--- config.mk ---
export PLATFORM = sky130hd
export DESIGN_NAME = seq_detector_param
export DESIGN_NICKNAME = d
export VERILOG_FILES = /design/src/rtl/seq_det_pkg.sv /design/src/rtl/seq_prefix_len.sv /design/src/rtl/seq_detector_param.sv
export SDC_FILE = /design/constraint.sdc
export NUM_CORES = 1
export LEC_CHECK = 0
export CORE_ASPECT_RATIO = 1.75
export CORE_UTILIZATION = 26
export CTS_CLUSTER_SIZE = 24
export DETAILED_ROUTE_END_ITERATION = 8
export HOLD_SLACK_MARGIN = 0.02
export SYNTH_ARGS = -nofsm -noshare
export SYNTH_HDL_FRONTEND = slang
export SYNTH_SLANG_ARGS = --single-unit
--- constraint.sdc ---
create_clock -name clk_pulse -period 2.9 [get_ports clk_pulse]
set_input_delay 0.435 -clock clk_pulse [delete_from_list [all_inputs] [get_ports clk_pulse]]
set_output_delay 0.435 -clock clk_pulse [all_outputs]
set_load 0.1 [all_outputs]
--- src/rtl/seq_det_pkg.sv ---
// Shared constants and width helpers for the parametrised sequence detector.
package seq_det_pkg;

    localparam logic [4:0] DEF_PATTERN = 5'b11011;

    function automatic int clog2(input int v);
        int r;
        r = 0;
        for (int i = 0; i < 31; i++) begin
            if ((1 << i) < v) r = i + 1;
        end
        return r;
    endfunction

    // present_state must represent 0..pat_w inclusive
    function automatic int st_width(input int pat_w);
        return clog2(pat_w + 1);
    endfunction

endpackage

--- src/rtl/seq_prefix_len.sv ---
// Longest pattern prefix that matches the newest history bits.
module seq_prefix_len
    import seq_det_pkg::*;
#(
    parameter int PAT_W = 5,
    parameter int ST_W  = st_width(PAT_W)
) (
    input  logic [PAT_W-1:0] hist,
    input  logic [PAT_W-1:0] pat_reg,
    input  logic [ST_W-1:0]  fill,
    output logic [ST_W-1:0]  present_state
);

    logic [PAT_W:1] hit;

    for (genvar k = 1; k <= PAT_W; k++) begin : g_len
        assign hit[k] = (fill >= ST_W'(k)) &&
                        (hist[k-1:0] == pat_reg[PAT_W-1:PAT_W-k]);
    end

    // later iterations override, so the longest hit wins
    always_comb begin
        present_state = '0;
        for (int k = 1; k <= PAT_W; k++) begin
            if (hit[k]) present_state = ST_W'(k);
        end
    end

endmodule

--- src/rtl/seq_detector_param.sv ---
// Serial bit-sequence detector with reloadable pattern and saturating match count.
module seq_detector_param
    import seq_det_pkg::*;
#(
    parameter int               PAT_W   = 5,
    parameter logic [PAT_W-1:0] PATTERN = PAT_W'(DEF_PATTERN),
    parameter bit               OVERLAP = 1'b1,
    parameter int               CNT_W   = 8,
    localparam int              ST_W    = st_width(PAT_W)
) (
    input  logic             clk_pulse,
    input  logic             clear_n,
    input  logic             inp_1,
    input  logic             in_valid,
    input  logic             pat_load,
    input  logic [PAT_W-1:0] pat_in,
    input  logic             count_clr,
    output logic             out,
    output logic [ST_W-1:0]  present_state,
    output logic [CNT_W-1:0] match_count
);

    logic [PAT_W-1:0] pat_q, pat_d;
    logic [PAT_W-1:0] hist_q, hist_d, hist_nx;
    logic [ST_W-1:0]  fill_q, fill_d, fill_nx;
    logic             out_q, out_d;
    logic [CNT_W-1:0] cnt_q, cnt_d;
    logic             match;

    always_comb begin
        hist_nx = {hist_q[PAT_W-2:0], inp_1};
        fill_nx = (fill_q == ST_W'(PAT_W)) ? fill_q : fill_q + ST_W'(1);
        match   = in_valid && !pat_load &&
                  (hist_nx == pat_q) && (fill_nx == ST_W'(PAT_W));
    end

    always_comb begin
        pat_d  = pat_q;
        hist_d = hist_q;
        fill_d = fill_q;
        out_d  = 1'b0;
        cnt_d  = cnt_q;
        if (pat_load) begin
            pat_d  = pat_in;
            hist_d = '0;
            fill_d = '0;
        end else if (in_valid) begin
            hist_d = hist_nx;
            fill_d = (match && !OVERLAP) ? '0 : fill_nx;
            out_d  = match;
        end
        if (count_clr) begin
            cnt_d = '0;
        end else if (match && (cnt_q != '1)) begin
            cnt_d = cnt_q + CNT_W'(1);
        end
    end

    always_ff @(posedge clk_pulse or negedge clear_n) begin
        if (!clear_n) begin
            pat_q  <= PATTERN;
            hist_q <= '0;
            fill_q <= '0;
            out_q  <= 1'b0;
            cnt_q  <= '0;
        end else begin
            pat_q  <= pat_d;
            hist_q <= hist_d;
            fill_q <= fill_d;
            out_q  <= out_d;
            cnt_q  <= cnt_d;
        end
    end

    seq_prefix_len #(
        .PAT_W(PAT_W),
        .ST_W (ST_W)
    ) u_prefix (
        .hist         (hist_q),
        .pat_reg      (pat_q),
        .fill         (fill_q),
        .present_state(present_state)
    );

    assign out         = out_q;
    assign match_count = cnt_q;

endmodule
==> results of run 1 <==
## cells in the final DEF (no fill, tap or decap), types with 3 or more instances in the layout
cell and n:
ha_1 5, mux2_2 7, inv_1 6, xnor2_1 9, nor4_1 3, xor2_1 7, nor2_1 18, a21oi_1 3
o21ai_0 5, dfrtp_1 18, mux2i_1 7, nand4_1 3, nor2b_1 3, buf_12 3, dfstp_2 4, nand2_1 6
clkdlybuf4s50_1 10, o31ai_1 3, clkbuf_8 3, buf_4 12
## state kept, by name, indices dropped and copies added, names as in the netlist
register     cells
fill_q           3
hist_q           5
match_count      8
out              1
pat_q            5
## kinds of logic after synthesis
logic type	Yosys count	synth area share [%]
multiplexers	14	10.8
buffers and inverters	15	4.80
flip-flops	22	40.2
XOR/XNOR	17	11.3
AND/OR/NAND/NOR	47	18.8
adder cells (fa/ha/maj)	5	4.52
AO/OA/AOI/OAI	20	9.59
## worst max-delay path: cells and delay by family, from the launching register on
family                   cells  cell delay, ns
flip-flops                   1            0.42
AO/OA/AOI/OAI                3            0.78
buffers and inverters        2            0.30
AND/OR/NAND/NOR              1            0.07
adder cells (fa/ha/maj)      1            0.21
## layer usage
layer	routed length, um	share of wire [%]
met1	1190	42
met3	51	1.8
met4	54	1.9
met2	1520	54
met5	0	0
## worst paths after layout
kind | cells after the start | slack [ns] | startpoint | end
worst max-delay path | 7 | 0.42 | fill_q[0] | present_state[1]
worst min-delay path | 2 | 0.52 | clear_n | out
worst max register to register | 7 | 0.55 | fill_q[1] | match_count[5]
worst min register to register | 2 | 0.56 | hist_q[4] | hist_q[4]
max in group asynchronous | 2 | 2.10 | clear_n | pat_q[4]
min in group clk_pulse | 2 | 0.56 | hist_q[4] | hist_q[4]
## cell type report
cell class                      count  area share (%)
Timing Repair Buffer               25            14.4
Tap cell                           54            3.88
Clock inverter                      1            1.72
Multi-Input combinational cell    103            44.5
Sequential cell                    22            31.9
Clock buffer                        3            2.37
Inverter                            6            1.29
## where the power goes
part / total, mW / internal [mW] / leakage [nW] / switching, mW
Clock: 0.284 / 0.184 / 0.0357 / 0.0996
Combinational: 0.166 / 0.0767 / 0.436 / 0.0895
Sequential: 0.344 / 0.322 / 0.289 / 0.0213
==> out/metrics.cfg, run 1 <==
[synth]
synth_cells = 140
syn-num-nets = 156
synth_area_sq_mm = 0.00138
synth_edf_count = 0
synth_area_leaders = dfrtp_1, dfstp_2, mux2_2
post-synth-top-area-cell = dfrtp_1
synthTopCellsByCount = dfrtp_1, nor2_1, xnor2_1
ys_seq_area_share_pct = 40.2
yosys_warnings = 0
ys.flop_type = dfrtp_1
ys_types = 36
avgSynthCellArea_sq_um = 9.88
postSynth.asyncResetShare_pct = 100
synth_top_area_share_pct = 32.6
ys_seq_elements = 22

[critical_path]
slowest_delay_ns = 0.42
critPathMaxFanout = 5
crit_path_top_delay_cell = dfrtp_1
critPathLaunchType = flop
cp_data_required_time_ns = 2.47
cp_data_arrival_time_ns = 2.04
path_cells = inv_1, ha_1, o31ai_1, nor2_1, o21ai_0, a21oi_4, buf_12
cp-end-kind = primary output
crit_type = reg -> out

[sta]
relSlewSlack_pct = 59.8
drv_slew = 0
fin_crit_ns = 2.48
tightest_slew_ns = 0.599
setup_ws_ns = 0.423
grt_setup_unrepaired = no
fin_crit_sh_pct = 85.4
fin_skew_ns = 0.00611
setup_viol = 0
hold-worst-slack_ns = 0.519
max_freq_mhz = 404
fin_setup_tns_ns = 0
finalHoldViolations = 0

[global_route]
use_met3_pct = 1.31
grtUsageTotal_pct = 11.1
busiest_layer = met2
grtUsageMet2_pct = 19.6
grt_pass1_wl_um = 4840
grt_pass1_vias = 1040
met1_usage_pct = 12.7
grt_max_degree = 23
grt_overflow = 0
antenna_found_initial = 0

[die]
die_w_um = 57.1
die_area_sq_mm = 0.00562
num_io_pins = 23
num_rows = 34
initial_core_util_pct = 27.3
core_sq_mm = 0.00506
die-height_um = 98.5

[route]
routed-via-count = 1036
antenna_left = 0
vias_per_cell = 4.84
wl_per_cell_um = 13.1
wirelength_um = 2810
drcViolationCount = 0
drtPass1Iterations = 4
first_iter_violations = 14

[final_layout]
multi_input_area_sq_um = 774
drive_gt1_share_pct = 23.8
fin_cells = 214
final_util_pct = 34.4
design_area_sq_mm = 0.00174
nNetsFinal = 177
fillers = 528
register_area_sq_um = 556
areaGrowthSynthToFinish_pct = 26.0
diodes = 0

[placed_design]
place_area_sq_mm = 0.00167
portBuffers = 22
placedCellCount = 210
dp_slack_ns = 0.574
dp_hpwl_um = 2170
place_congestion = 0.750

[clocking]
clkSinkCount = 22
clockRootBuffer = clkbuf_8
ctsHtreeMaxLevel = 1
path_clk_slew_ns = 0.08
cts_inserted_buffers = 3
cts_tree = done
cts_resized = 0
cts_hold_buf = 0
cts_buffer_depth = 2
cts_setup_buffers = 0
clock_latency_ns = 0.26

[flow_run]
drv_cap = 0

[run_status]
outcome = finished clean

[power]
finalPower_mw = 0.794
power.density_mw_per_mm2 = 456
vdd_ir_drop_max_mv = 0.281
p_leak_nw = 0.761

[worst_hold_path]
hp-class = in -> async

(Power assumes the default switching activity.)
==> run 2: changes to the inputs <==
--- a/config.mk
+++ b/config.mk
@@ -9,6 +9,7 @@
 export CORE_UTILIZATION = 26
 export CTS_CLUSTER_SIZE = 24
 export DETAILED_ROUTE_END_ITERATION = 8
+export DONT_BUFFER_PORTS = 1
 export HOLD_SLACK_MARGIN = 0.02
 export SYNTH_ARGS = -nofsm -noshare
 export SYNTH_HDL_FRONTEND = slang
==> out/metrics.cfg, run 2 (same netlist as run 1, synthesis figures left out) <==
[final_layout]
areaGrowthSynthToFinish_pct = 14.6
largest_reg_flops = 8  ; unchanged
diodes = 0  ; unchanged
nNetsFinal = 164  ; -7.3%
drive_gt1_share_pct = 23.1  ; -0.62 points
layout_common_cells = nor2_1, dfrtp_1, buf_4, xnor2_1
design_area_sq_mm = 0.00158  ; -9.1%

[route]
routed-via-count = 1018  ; -1.7%
wirelength_um = 2800  ; -0.43%
vias_per_cell = 5.06  ; +4.6%
drtPass1Iterations = 4  ; unchanged
antenna_left = 0  ; unchanged
first_iter_violations = 17  ; +3
wl_per_cell_um = 13.9  ; +6.0%
drcViolationCount = 0  ; unchanged

[sta]
max_freq_mhz = 398  ; -1.4%
fin_setup_tns_ns = 0  ; unchanged
fin_crit_sh_pct = 86.6  ; +1.2 points
relSlewSlack_pct = 31.8  ; -28 points
fin_crit_ns = 2.51  ; +0.0357 ns
setup_viol = 0  ; unchanged
tightest_slew_ns = 1.02  ; +0.421 ns
drv_slew = 0  ; unchanged
fin_skew_ns = 0.00200  ; -0.00411 ns
grt_setup_unrepaired = no
finalHoldViolations = 0  ; unchanged

[global_route]
grt_pass1_vias = 1046  ; +0.58%
grtUsageTotal_pct = 11.3  ; +0.18 points
grt_max_degree = 23  ; unchanged
antenna_found_initial = 0  ; unchanged
grt_pass1_wl_um = 5020  ; +3.7%
grt_overflow = 0  ; unchanged

[worst_hold_path]
hp-class = in -> reg

[power]
p_comb_share_pct = 17.0  ; -3.9 points
power.density_mw_per_mm2 = 481  ; +5.5%
p_seq_share_pct = 45.1  ; +1.8 points
swShare_pct = 26.6  ; +0.10 points
internal_power_mw = 0.559  ; -4.2%
p_sw_mw = 0.203  ; -3.7%
vdd_ir_drop_max_mv = 0.262  ; -6.7%
pwr-share-clk_pct = 37.9  ; +2.1 points
p_leak_nw = 0.697  ; -8.4%

[critical_path]
cp_data_arrival_time_ns = 2.08  ; +0.04 ns
setup.worst_path.start = fill_q[0]
crit_type = reg -> out
r2r_slack_ns = 0.60  ; +0.05 ns
critPathMaxFanout = 5  ; unchanged
cp-end-kind = primary output
critPathLaunchType = flop
r2r_cells = 7  ; unchanged
crit_end = present_state[1]
reg2reg_to = match_count[7]
rr_startpoint = fill_q[1]
cp_data_required_time_ns = 2.47  ; about the same

[placed_design]
place_area_sq_mm = 0.00150  ; -10%
dp_hpwl_um = 2210  ; +2.0%
portBuffers = 0  ; -100%
place_congestion = 0.784  ; +4.6%

[die]
num_io_pins = 23  ; unchanged
core_sq_mm = 0.00506  ; unchanged
die-height_um = 98.5  ; unchanged
die_area_sq_mm = 0.00562  ; unchanged
initial_core_util_pct = 27.3  ; unchanged
die_w_um = 57.1  ; unchanged
num_rows = 34  ; unchanged

[clocking]
path_clk_slew_ns = 0.08  ; about the same
cts_buffer_depth = 2  ; unchanged
cts_setup_buffers = 0  ; unchanged
clkSinkCount = 22  ; unchanged
cts_inserted_buffers = 3  ; unchanged
cts_tree = done
clockRootBuffer = clkbuf_8
cts_resized = 0  ; unchanged
clock_latency_ns = 0.26  ; about the same
ctsHtreeMaxLevel = 1  ; unchanged

[flow_run]
drv_cap = 0  ; unchanged

[run_status]
outcome = finished clean

run 2: worst min-delay path by stage:
stage / start / to / slack, ns / cells past startpoint
2_1_floorplan: clear_n / fill_q[0] / 0.14 / 0
5_1_grt: pat_load / hist_q[2] / 0.20 / 1
3_3_place_gp: clear_n / match_count[6] / 0.14 / 0
6_report: pat_load / hist_q[2] / 0.22 / 1
4_1_cts: pat_load / hist_q[2] / 0.22 / 1
3_5_place_dp: clear_n / out / 0.14 / 0
run 2: routing by layer:
layer / wire (um) / part of all wire, % / vias to the layer above / track usage [%]
li1: - / - / 499 / -
met1: 1010 / 36 / 495 / 11.8
met2: 1620 / 58 / 18 / 21.2
met3: 82 / 2.9 / 6 / 1.57
met4: 78 / 2.8 / 0 / 5.82
met5: 0 / 0 / - / 0
run 2: worst max-delay path, stage by stage (launching register included):
cell and delay [ns]:
dfrtp_1 0.41, inv_1 0.12, ha_1 0.21, o31ai_1 0.39
nor2_1 0.07, o21ai_0 0.29, a21oi_4 0.08, buf_4 0.24
run 2: area by class of cell:
type                            count  area [sq um]
Multi-Input combinational cell    103           774
Sequential cell                    22           556
Fill cell                         524          3480
Timing Repair Buffer               12          92.6
Clock buffer                        3          41.3
Inverter                            6          22.5
Tap cell                           54          67.6
Clock inverter                      1          30.0
run 2: what timing repair did:
action / 4_1_cts / 5_1_grt
setup endpoints to repair: 0 / 0
hold buffers: 1 / 0
hold endpoints to repair: 22 / 0
run 2: power by group through the flow:
stage | sequential, mW | clock [mW] | combinational [mW]
after detailed placement | 0.350 | 0 | 0.124
final | 0.344 | 0.289 | 0.129
after global placement | 0.350 | 0 | 0.123
after floorplan | 0.337 | 0 | 0.123
after CTS | 0.344 | 0.295 | 0.132
after global routing | 0.347 | 0.310 | 0.140
run 2: stage by stage:
| stage | hold slack, ns | power [mW] | instances | util, % | worst slack (ns) |
|---|---|---|---|---|---|
| 6_report | 0.224 | 0.762 | 201 | 31.3 | 0.387 |
| 5_1_grt | 0.203 | 0.797 | 201 | 31.3 | 0.170 |
| 4_1_cts | 0.218 | 0.771 | 201 | 31.3 | 0.351 |
| 3_5_place_dp | 0.140 | 0.474 | 196 | 29.7 | 0.602 |
| 3_3_place_gp | 0.140 | 0.472 | 196 | 29.7 | 0.641 |
| 2_1_floorplan | 0.139 | 0.460 | 140 | - | 0.263 |
